### src/rtl/decode_stage_if.sv
// decode_stage_if: fetch-side (in_*) and execute-side (out_*) signals of decode_stage; master = neighbours, slave = stage
interface decode_stage_if #(
  parameter int XLEN = 32,
  parameter int PC_WIDTH = 32,
  parameter int ALU_FUNCT_WIDTH = 4
);
  logic in_valid;
  logic in_ready;
  logic [31:0] in_instr;
  logic [PC_WIDTH-1:0] in_pc;
  logic out_valid;
  logic out_ready;
  logic [PC_WIDTH-1:0] out_pc;
  logic [ALU_FUNCT_WIDTH-1:0] alu_funct;
  logic [4:0] rs1;
  logic [4:0] rs2;
  logic [4:0] rd;
  logic [XLEN-1:0] immed;
  logic alu_src_imm;
  logic reg_write;
  logic is_load;
  logic is_store;
  logic is_branch;
  logic is_jump;
  logic illegal;
  modport master (
    output in_valid, in_instr, in_pc, out_ready,
    input in_ready, out_valid, out_pc, alu_funct, rs1, rs2, rd, immed,
    input alu_src_imm, reg_write, is_load, is_store, is_branch, is_jump, illegal
  );
  modport slave (
    input in_valid, in_instr, in_pc, out_ready,
    output in_ready, out_valid, out_pc, alu_funct, rs1, rs2, rd, immed,
    output alu_src_imm, reg_write, is_load, is_store, is_branch, is_jump, illegal
  );
endinterface

### src/rtl/decode_stage.sv
// decode_stage: registered RV32I decode stage; ports clk, rst (sync high), flush, bus (decode_stage_if.slave: in valid/ready/instr/pc, out valid/ready/pc + decoded fields)
module decode_stage #(
  parameter int XLEN = 32,
  parameter int PC_WIDTH = 32,
  parameter int ILLEGAL_AS_NOP = 0,
  parameter int ALU_FUNCT_WIDTH = 4
) (
  input logic clk,
  input logic rst,
  input logic flush,
  decode_stage_if.slave bus
);
  localparam logic [ALU_FUNCT_WIDTH-1:0] ALU_ADD = 0, ALU_SUB = 1, ALU_SLL = 2, ALU_SLT = 3, ALU_SLTU = 4,
    ALU_XOR = 5, ALU_SRL = 6, ALU_SRA = 7, ALU_OR = 8, ALU_AND = 9;
  localparam logic [6:0] OP_REG = 7'h33, OP_IMM = 7'h13, OP_LOAD = 7'h03, OP_STORE = 7'h23,
    OP_BRANCH = 7'h63, OP_LUI = 7'h37, OP_AUIPC = 7'h17, OP_JAL = 7'h6f, OP_JALR = 7'h67;
  logic [31:0] i, imm32;
  logic [6:0] op, f7;
  logic [2:0] f3;
  logic alt, d_ill, d_wr, d_load, d_store, d_branch, d_jump, d_src, nop, accept;
  logic [ALU_FUNCT_WIDTH-1:0] f3_alu, d_alu;
  assign i = bus.in_instr;
  assign op = i[6:0];
  assign f3 = i[14:12];
  assign f7 = i[31:25];
  // funct7[5] selects SUB/SRA for register ops but only SRAI among immediates
  assign alt = f7[5] && (op == OP_REG || f3 == 3'b101);
  assign f3_alu = f3 == 3'b000 ? (alt ? ALU_SUB : ALU_ADD) :
                  f3 == 3'b001 ? ALU_SLL :
                  f3 == 3'b010 ? ALU_SLT :
                  f3 == 3'b011 ? ALU_SLTU :
                  f3 == 3'b100 ? ALU_XOR :
                  f3 == 3'b101 ? (alt ? ALU_SRA : ALU_SRL) :
                  f3 == 3'b110 ? ALU_OR : ALU_AND;
  always_comb begin
    d_alu = ALU_ADD;
    imm32 = '0;
    d_ill = 1'b0;
    d_wr = 1'b0;
    d_load = 1'b0;
    d_store = 1'b0;
    d_branch = 1'b0;
    d_jump = 1'b0;
    d_src = 1'b1;
    case (op)
      OP_REG: begin
        d_alu = f3_alu;
        d_wr = 1'b1;
        d_src = 1'b0;
        d_ill = f7 != 7'h00 && !(f7 == 7'h20 && (f3 == 3'b000 || f3 == 3'b101));
      end
      OP_IMM: begin
        d_alu = f3_alu;
        d_wr = 1'b1;
        imm32 = f3[1:0] == 2'b01 ? {27'b0, i[24:20]} : {{20{i[31]}}, i[31:20]};
        d_ill = (f3 == 3'b001 && f7 != 7'h00) || (f3 == 3'b101 && f7 != 7'h00 && f7 != 7'h20);
      end
      OP_LOAD: begin
        imm32 = {{20{i[31]}}, i[31:20]};
        d_wr = 1'b1;
        d_load = 1'b1;
        d_ill = f3 == 3'b011 || f3[2:1] == 2'b11;
      end
      OP_STORE: begin
        imm32 = {{20{i[31]}}, i[31:25], i[11:7]};
        d_store = 1'b1;
        d_ill = f3[2] || f3[1:0] == 2'b11;
      end
      OP_BRANCH: begin
        imm32 = {{20{i[31]}}, i[7], i[30:25], i[11:8], 1'b0};
        d_branch = 1'b1;
        d_src = 1'b0;
        d_ill = f3[2:1] == 2'b01;
      end
      OP_LUI, OP_AUIPC: begin
        imm32 = {i[31:12], 12'b0};
        d_wr = 1'b1;
      end
      OP_JAL: begin
        imm32 = {{12{i[31]}}, i[19:12], i[20], i[30:21], 1'b0};
        d_wr = 1'b1;
        d_jump = 1'b1;
      end
      OP_JALR: begin
        imm32 = {{20{i[31]}}, i[31:20]};
        d_wr = 1'b1;
        d_jump = 1'b1;
        d_ill = f3 != 3'b000;
      end
      default: d_ill = 1'b1;
    endcase
  end
  assign nop = ILLEGAL_AS_NOP != 0 && d_ill;
  assign bus.in_ready = !bus.out_valid || bus.out_ready;
  assign accept = bus.in_valid && bus.in_ready;
  always_ff @(posedge clk) begin
    if (rst) begin
      bus.out_valid <= 1'b0;
      bus.out_pc <= '0;
      bus.alu_funct <= ALU_ADD;
      bus.rs1 <= '0;
      bus.rs2 <= '0;
      bus.rd <= '0;
      bus.immed <= '0;
      bus.alu_src_imm <= 1'b0;
      bus.reg_write <= 1'b0;
      bus.is_load <= 1'b0;
      bus.is_store <= 1'b0;
      bus.is_branch <= 1'b0;
      bus.is_jump <= 1'b0;
      bus.illegal <= 1'b0;
    end else if (flush) begin
      bus.out_valid <= 1'b0;
    end else if (accept) begin
      bus.out_valid <= 1'b1;
      bus.out_pc <= bus.in_pc;
      bus.alu_funct <= d_alu;
      bus.rs1 <= i[19:15];
      bus.rs2 <= i[24:20];
      bus.rd <= i[11:7];
      bus.immed <= XLEN'($signed(imm32));
      bus.alu_src_imm <= d_src;
      bus.reg_write <= d_wr && i[11:7] != 5'd0 && !nop;
      bus.is_load <= d_load && !nop;
      bus.is_store <= d_store && !nop;
      bus.is_branch <= d_branch && !nop;
      bus.is_jump <= d_jump && !nop;
      bus.illegal <= d_ill;
    end else if (bus.out_ready) begin
      bus.out_valid <= 1'b0;
    end
  end
endmodule

### src/flat_wrapper.sv
// flat-port wrapper written by rule: the top's interface ports become plain ports
module decode_stage_flat 
#(
  parameter int XLEN = 32,
  parameter int PC_WIDTH = 32,
  parameter int ILLEGAL_AS_NOP = 0,
  parameter int ALU_FUNCT_WIDTH = 4
)
  (clk, rst, flush, bus_in_valid, bus_in_instr, bus_in_pc, bus_out_ready, bus_in_ready, bus_out_valid, bus_out_pc, bus_alu_funct, bus_rs1, bus_rs2, bus_rd, bus_immed, bus_alu_src_imm, bus_reg_write, bus_is_load, bus_is_store, bus_is_branch, bus_is_jump, bus_illegal);
  decode_stage_if #(.XLEN(XLEN), .PC_WIDTH(PC_WIDTH), .ALU_FUNCT_WIDTH(ALU_FUNCT_WIDTH)) bus_i ();
  input logic clk;
  input logic rst;
  input logic flush;
  input wire logic [$bits(bus_i.in_valid)-1:0] bus_in_valid;
  input wire logic [$bits(bus_i.in_instr)-1:0] bus_in_instr;
  input wire logic [$bits(bus_i.in_pc)-1:0] bus_in_pc;
  input wire logic [$bits(bus_i.out_ready)-1:0] bus_out_ready;
  output wire logic [$bits(bus_i.in_ready)-1:0] bus_in_ready;
  output wire logic [$bits(bus_i.out_valid)-1:0] bus_out_valid;
  output wire logic [$bits(bus_i.out_pc)-1:0] bus_out_pc;
  output wire logic [$bits(bus_i.alu_funct)-1:0] bus_alu_funct;
  output wire logic [$bits(bus_i.rs1)-1:0] bus_rs1;
  output wire logic [$bits(bus_i.rs2)-1:0] bus_rs2;
  output wire logic [$bits(bus_i.rd)-1:0] bus_rd;
  output wire logic [$bits(bus_i.immed)-1:0] bus_immed;
  output wire logic [$bits(bus_i.alu_src_imm)-1:0] bus_alu_src_imm;
  output wire logic [$bits(bus_i.reg_write)-1:0] bus_reg_write;
  output wire logic [$bits(bus_i.is_load)-1:0] bus_is_load;
  output wire logic [$bits(bus_i.is_store)-1:0] bus_is_store;
  output wire logic [$bits(bus_i.is_branch)-1:0] bus_is_branch;
  output wire logic [$bits(bus_i.is_jump)-1:0] bus_is_jump;
  output wire logic [$bits(bus_i.illegal)-1:0] bus_illegal;
  assign bus_i.in_valid = bus_in_valid;
  assign bus_i.in_instr = bus_in_instr;
  assign bus_i.in_pc = bus_in_pc;
  assign bus_i.out_ready = bus_out_ready;
  assign bus_in_ready = bus_i.in_ready;
  assign bus_out_valid = bus_i.out_valid;
  assign bus_out_pc = bus_i.out_pc;
  assign bus_alu_funct = bus_i.alu_funct;
  assign bus_rs1 = bus_i.rs1;
  assign bus_rs2 = bus_i.rs2;
  assign bus_rd = bus_i.rd;
  assign bus_immed = bus_i.immed;
  assign bus_alu_src_imm = bus_i.alu_src_imm;
  assign bus_reg_write = bus_i.reg_write;
  assign bus_is_load = bus_i.is_load;
  assign bus_is_store = bus_i.is_store;
  assign bus_is_branch = bus_i.is_branch;
  assign bus_is_jump = bus_i.is_jump;
  assign bus_illegal = bus_i.illegal;
  decode_stage #(.XLEN(XLEN), .PC_WIDTH(PC_WIDTH), .ILLEGAL_AS_NOP(ILLEGAL_AS_NOP), .ALU_FUNCT_WIDTH(ALU_FUNCT_WIDTH)) u_core (.clk(clk), .rst(rst), .flush(flush), .bus(bus_i));
endmodule
### config.mk
export PLATFORM = sky130hd
export DESIGN_NAME = decode_stage_flat
export DESIGN_NICKNAME = d
export VERILOG_FILES = /design/src/rtl/decode_stage_if.sv /design/src/rtl/decode_stage.sv /design/src/flat_wrapper.sv
export SDC_FILE = /design/constraint.sdc
export NUM_CORES = 1
export LEC_CHECK = 0
export BUFFER_PORTS_ARGS = -buffer_cell sky130_fd_sc_hd__buf_2
export CORE_AREA = 4 4 117 119
export CTS_CLUSTER_SIZE = 14
export DETAILED_ROUTE_END_ITERATION = 8
export DIE_AREA = 0 0 121 123
export GPL_TIMING_DRIVEN = 1
export SYNTH_ARGS = -nofsm -noshare
export SYNTH_HDL_FRONTEND = slang
export SYNTH_SLANG_ARGS = --single-unit
### constraint.sdc
create_clock -name clk -period 2.05 [get_ports clk]
set_input_delay 0.205 -clock clk [delete_from_list [all_inputs] [get_ports clk]]
set_output_delay 0.205 -clock clk [all_outputs]
set_load 0.01 [all_outputs]
==> results.toml <==
[place]
gp_congestion = 0.8850
dp_slack_ns = 0.1184
portBuffers = 160
dpl.hpwl_um = 9002
dpl_cell_area_um2 = 4695

[clock_tree]
cts_setup_buffers = 0
cts-buffers-inserted = 9
cts_root_buf = "clkbuf_16"
clkSinkCount = 91
cts.htree.levels = 3
clk_pin_slew_ns = 0.07
clk_latency_ns = 0.34
tritoncts = "built"
clockBufferDepth = 2
cts_resized = 0
postCtsHoldBufs = 0

[sta]
fin_crit_ns = 1.650
timing.fmax_ghz = 0.6060
relSlewSlack_pct = 56.72
layout_setup_ws_ns = 0.3999
setup_violations = 0
finClkSkew_ns = 0.004986
hold_viol = 0
fin_crit_sh_pct = 80.49
max_slew.worst_pin.slew_ns = 0.6492
grt_setup_unrepaired = "false"
drv_slew = 0
tns_ns = 0

[pwr]
powerDensity_nw_per_um2 = 782.7
p_sw_mw = 0.9796
power_frac_comb_pct = 10.8
irDropWorstVdd_uv = 384.0
power.leakage_nw = 2.163
intPower_mw = 2.923
pwr-share-clk_pct = 41.9
power.total_mw = 3.903
switching_share_pct = 25.10
pwr-share-seq_pct = 47.3

[critical_path]
critPathBufInv = 1
endpoint_kind = "flop"
arrival_ns = 1.85
slowest_delay_ns = 0.32
crit_chain = "nand2b_1 -> nor3b_4 -> buf_12 -> o311ai_1 -> a41oi_1 -> a311oi_1"
criticalPathCategory = "flop to flop"
cp_max_fo = 47
crit_slowest_cell = "nor3b_4"
crit_required_ns = 2.25
crit_family = "simple AND/OR/NAND/NOR gates"
start_kind = "flop"

[cells_and_area]
syn_to_final_growth_pct = 32.88
nFillCells = 1299
drive_gt1_share_pct = 34.97
final_area_um2 = 4986
n_antenna_cell = 0
nNetsFinal = 654

[logic_synthesis]
syn_area_um2 = 3752
ys_types = 58
synthCells = 439
ys_seq_elements = 91
yosys_warnings = 0
synth.avg_cell_area_um2 = 8.547
synth_edf_count = 0
ys.flop_type = "dfxtp_1"
seq_area_frac_synth_pct = 48.55
synthArstFlopShare_pct = 0
synth_fp_nets = 508

[global_routing]
grt_pass1_wl_um = 18640
grt_pass1_vias = 3571
grt.total_usage_pct = 16.01
antenna_found_initial = 1
grt_max_degree = 61
overflow = 0

[route]
routedWlPerCell_um = 15.71
antenna_left = 0
via_per_inst = 4.947
routed_wl_um = 11960
drc_errors = 0
vias = 3765
drt_pre_antenna_iters = 4
drt_iter0_drc = 409

[run]
drv_cap = 0

[floorplanning]
rows = 41
die-height_um = 123
coreArea_um2 = 12570
initial_utilization_pct = 29.86
io_pins = 161
die_area_um2 = 14880
die_x_um = 121

[run_status]
outcome = "complete, no violations"

[worst_hold_path]
hold_class = "input port to flop"
## kinds of logic after synthesis
logic type / after synthesis / synth area share [%]
AND/OR/NAND/NOR: 181 / 22.17
buffers and inverters: 39 / 5.135
adder cells (fa/ha/maj): 1 / 0.2668
flip-flops: 91 / 48.55
AO/OA/AOI/OAI: 127 / 23.88
## layout make-up
class	instances	area (um^2)	share of cell area, %
clock buffer	9	225.2	4.517
clock inverter	6	66.31	1.330
inverter	2	7.507	0.1506
multi-input combinational	309	1747	35.03
sequential	91	1822	36.54
tap	172	215.2	4.316
timing repair buffer	172	903.4	18.12
## registers in the layout, indices dropped and copies added (netlist names)
signal and count:
u_core.bus.alu_funct 4, u_core.bus.alu_src_imm 1, u_core.bus.illegal 1, u_core.bus.immed 32, u_core.bus.is_branch 1, u_core.bus.is_jump 1, u_core.bus.is_load 1, u_core.bus.is_store 1
u_core.bus.out_pc 32, u_core.bus.out_valid 1, u_core.bus.rd 5, u_core.bus.reg_write 1, u_core.bus.rs1 5, u_core.bus.rs2 5
## worst paths after layout
kind / startpoint / endpoint / slack [ns] / cells after the start
max: u_core.bus.out_valid$_SDFFE_PP0P_ / u_core.bus.illegal$_SDFFE_PP0P_ / 0.40 / 6
min: bus_in_pc[2] / u_core.bus.out_pc[2]$_SDFFE_PP0P_ / 0.1 / 3
max reg2reg: u_core.bus.out_valid$_SDFFE_PP0P_ / u_core.bus.illegal$_SDFFE_PP0P_ / 0.40 / 6
min reg2reg: u_core.bus.alu_src_imm$_SDFFE_PP0P_ / u_core.bus.alu_src_imm$_SDFFE_PP0P_ / 0.45 / 2
## tightest hold or removal path, stage by stage
cell,delay [ns]
buf_2,0.09
nand2_1,0.05
a21oi_1,0.05
## layout by cell type, fill, tap and decap left out, types with 2 or more instances in the layout
| master | instances |
|---|---|
| buf_2 | 160 |
| clkbuf_16 | 9 |
| nand2b_1 | 2 |
| a22o_1 | 6 |
| a221oi_1 | 4 |
| nor2_2 | 2 |
| buf_4 | 11 |
| clkinv_4 | 2 |
| a22oi_1 | 11 |
| clkinv_2 | 2 |
| o21ai_1 | 13 |
| a21oi_1 | 57 |
| nor3b_1 | 2 |
| nor2_1 | 15 |
| o31ai_1 | 2 |
| dfxtp_1 | 91 |
| and3_1 | 2 |
| a32oi_1 | 2 |
| nand3_1 | 7 |
| nor2b_1 | 6 |
| o211ai_1 | 2 |
| nor3_1 | 8 |
| a221o_1 | 9 |
| a32o_1 | 2 |
| nand2_1 | 123 |
| nand3b_1 | 2 |
| o21ai_0 | 2 |
## power by group through the flow
stage	clock network (mW)	registers [mW]	logic [mW]
6_report	1.64	1.85	0.421
5_1_grt	1.78	1.85	0.465
4_1_cts	1.70	1.85	0.424
3_5_place_dp	0	1.89	0.424
3_3_place_gp	0	1.88	0.417
2_1_floorplan	0	1.91	0.201
## stage by stage
stage                     utilization (%)  hold slack (ns)  std cells
after floorplan                         -           0.3307        439
after global placement              37.35           0.4359        746
after detailed placement            37.35           0.4430        746
after CTS                           39.67          0.07733        761
after global routing                39.67          0.09576        761
final                               39.67          0.09902        761
## synthesized netlist by cell type (3+ instances only)
| cell type | count | share of area [%] |
|---|---|---|
| nand2_1 | 123 | 12 |
| dfxtp_1 | 91 | 49 |
| buf_2 | 7 | 0.93 |
| a221o_1 | 9 | 2.4 |
| a21oi_1 | 57 | 7.6 |
| nor2_1 | 16 | 1.6 |
| a221oi_1 | 4 | 0.93 |
| o21ai_1 | 13 | 1.7 |
| nor2b_1 | 6 | 1.0 |
| buf_6 | 3 | 0.90 |
| clkbuf_1 | 23 | 2.3 |
| nand3_1 | 7 | 0.93 |
| buf_4 | 4 | 0.80 |
| a22oi_1 | 11 | 2.2 |
| nor3_1 | 8 | 1.1 |
| a22o_1 | 6 | 1.4 |
## routing by layer
metal	routed length (um)	part of all wire [%]	up-vias	global-route usage [%]
li1	-	-	1832	-
met1	5138	43	1744	20.01
met2	5461	46	161	24.90
met3	949	7.9	26	4.392
met4	397	3.3	2	9.136
met5	12	0.10	-	0
(Power assumes the default switching activity.)
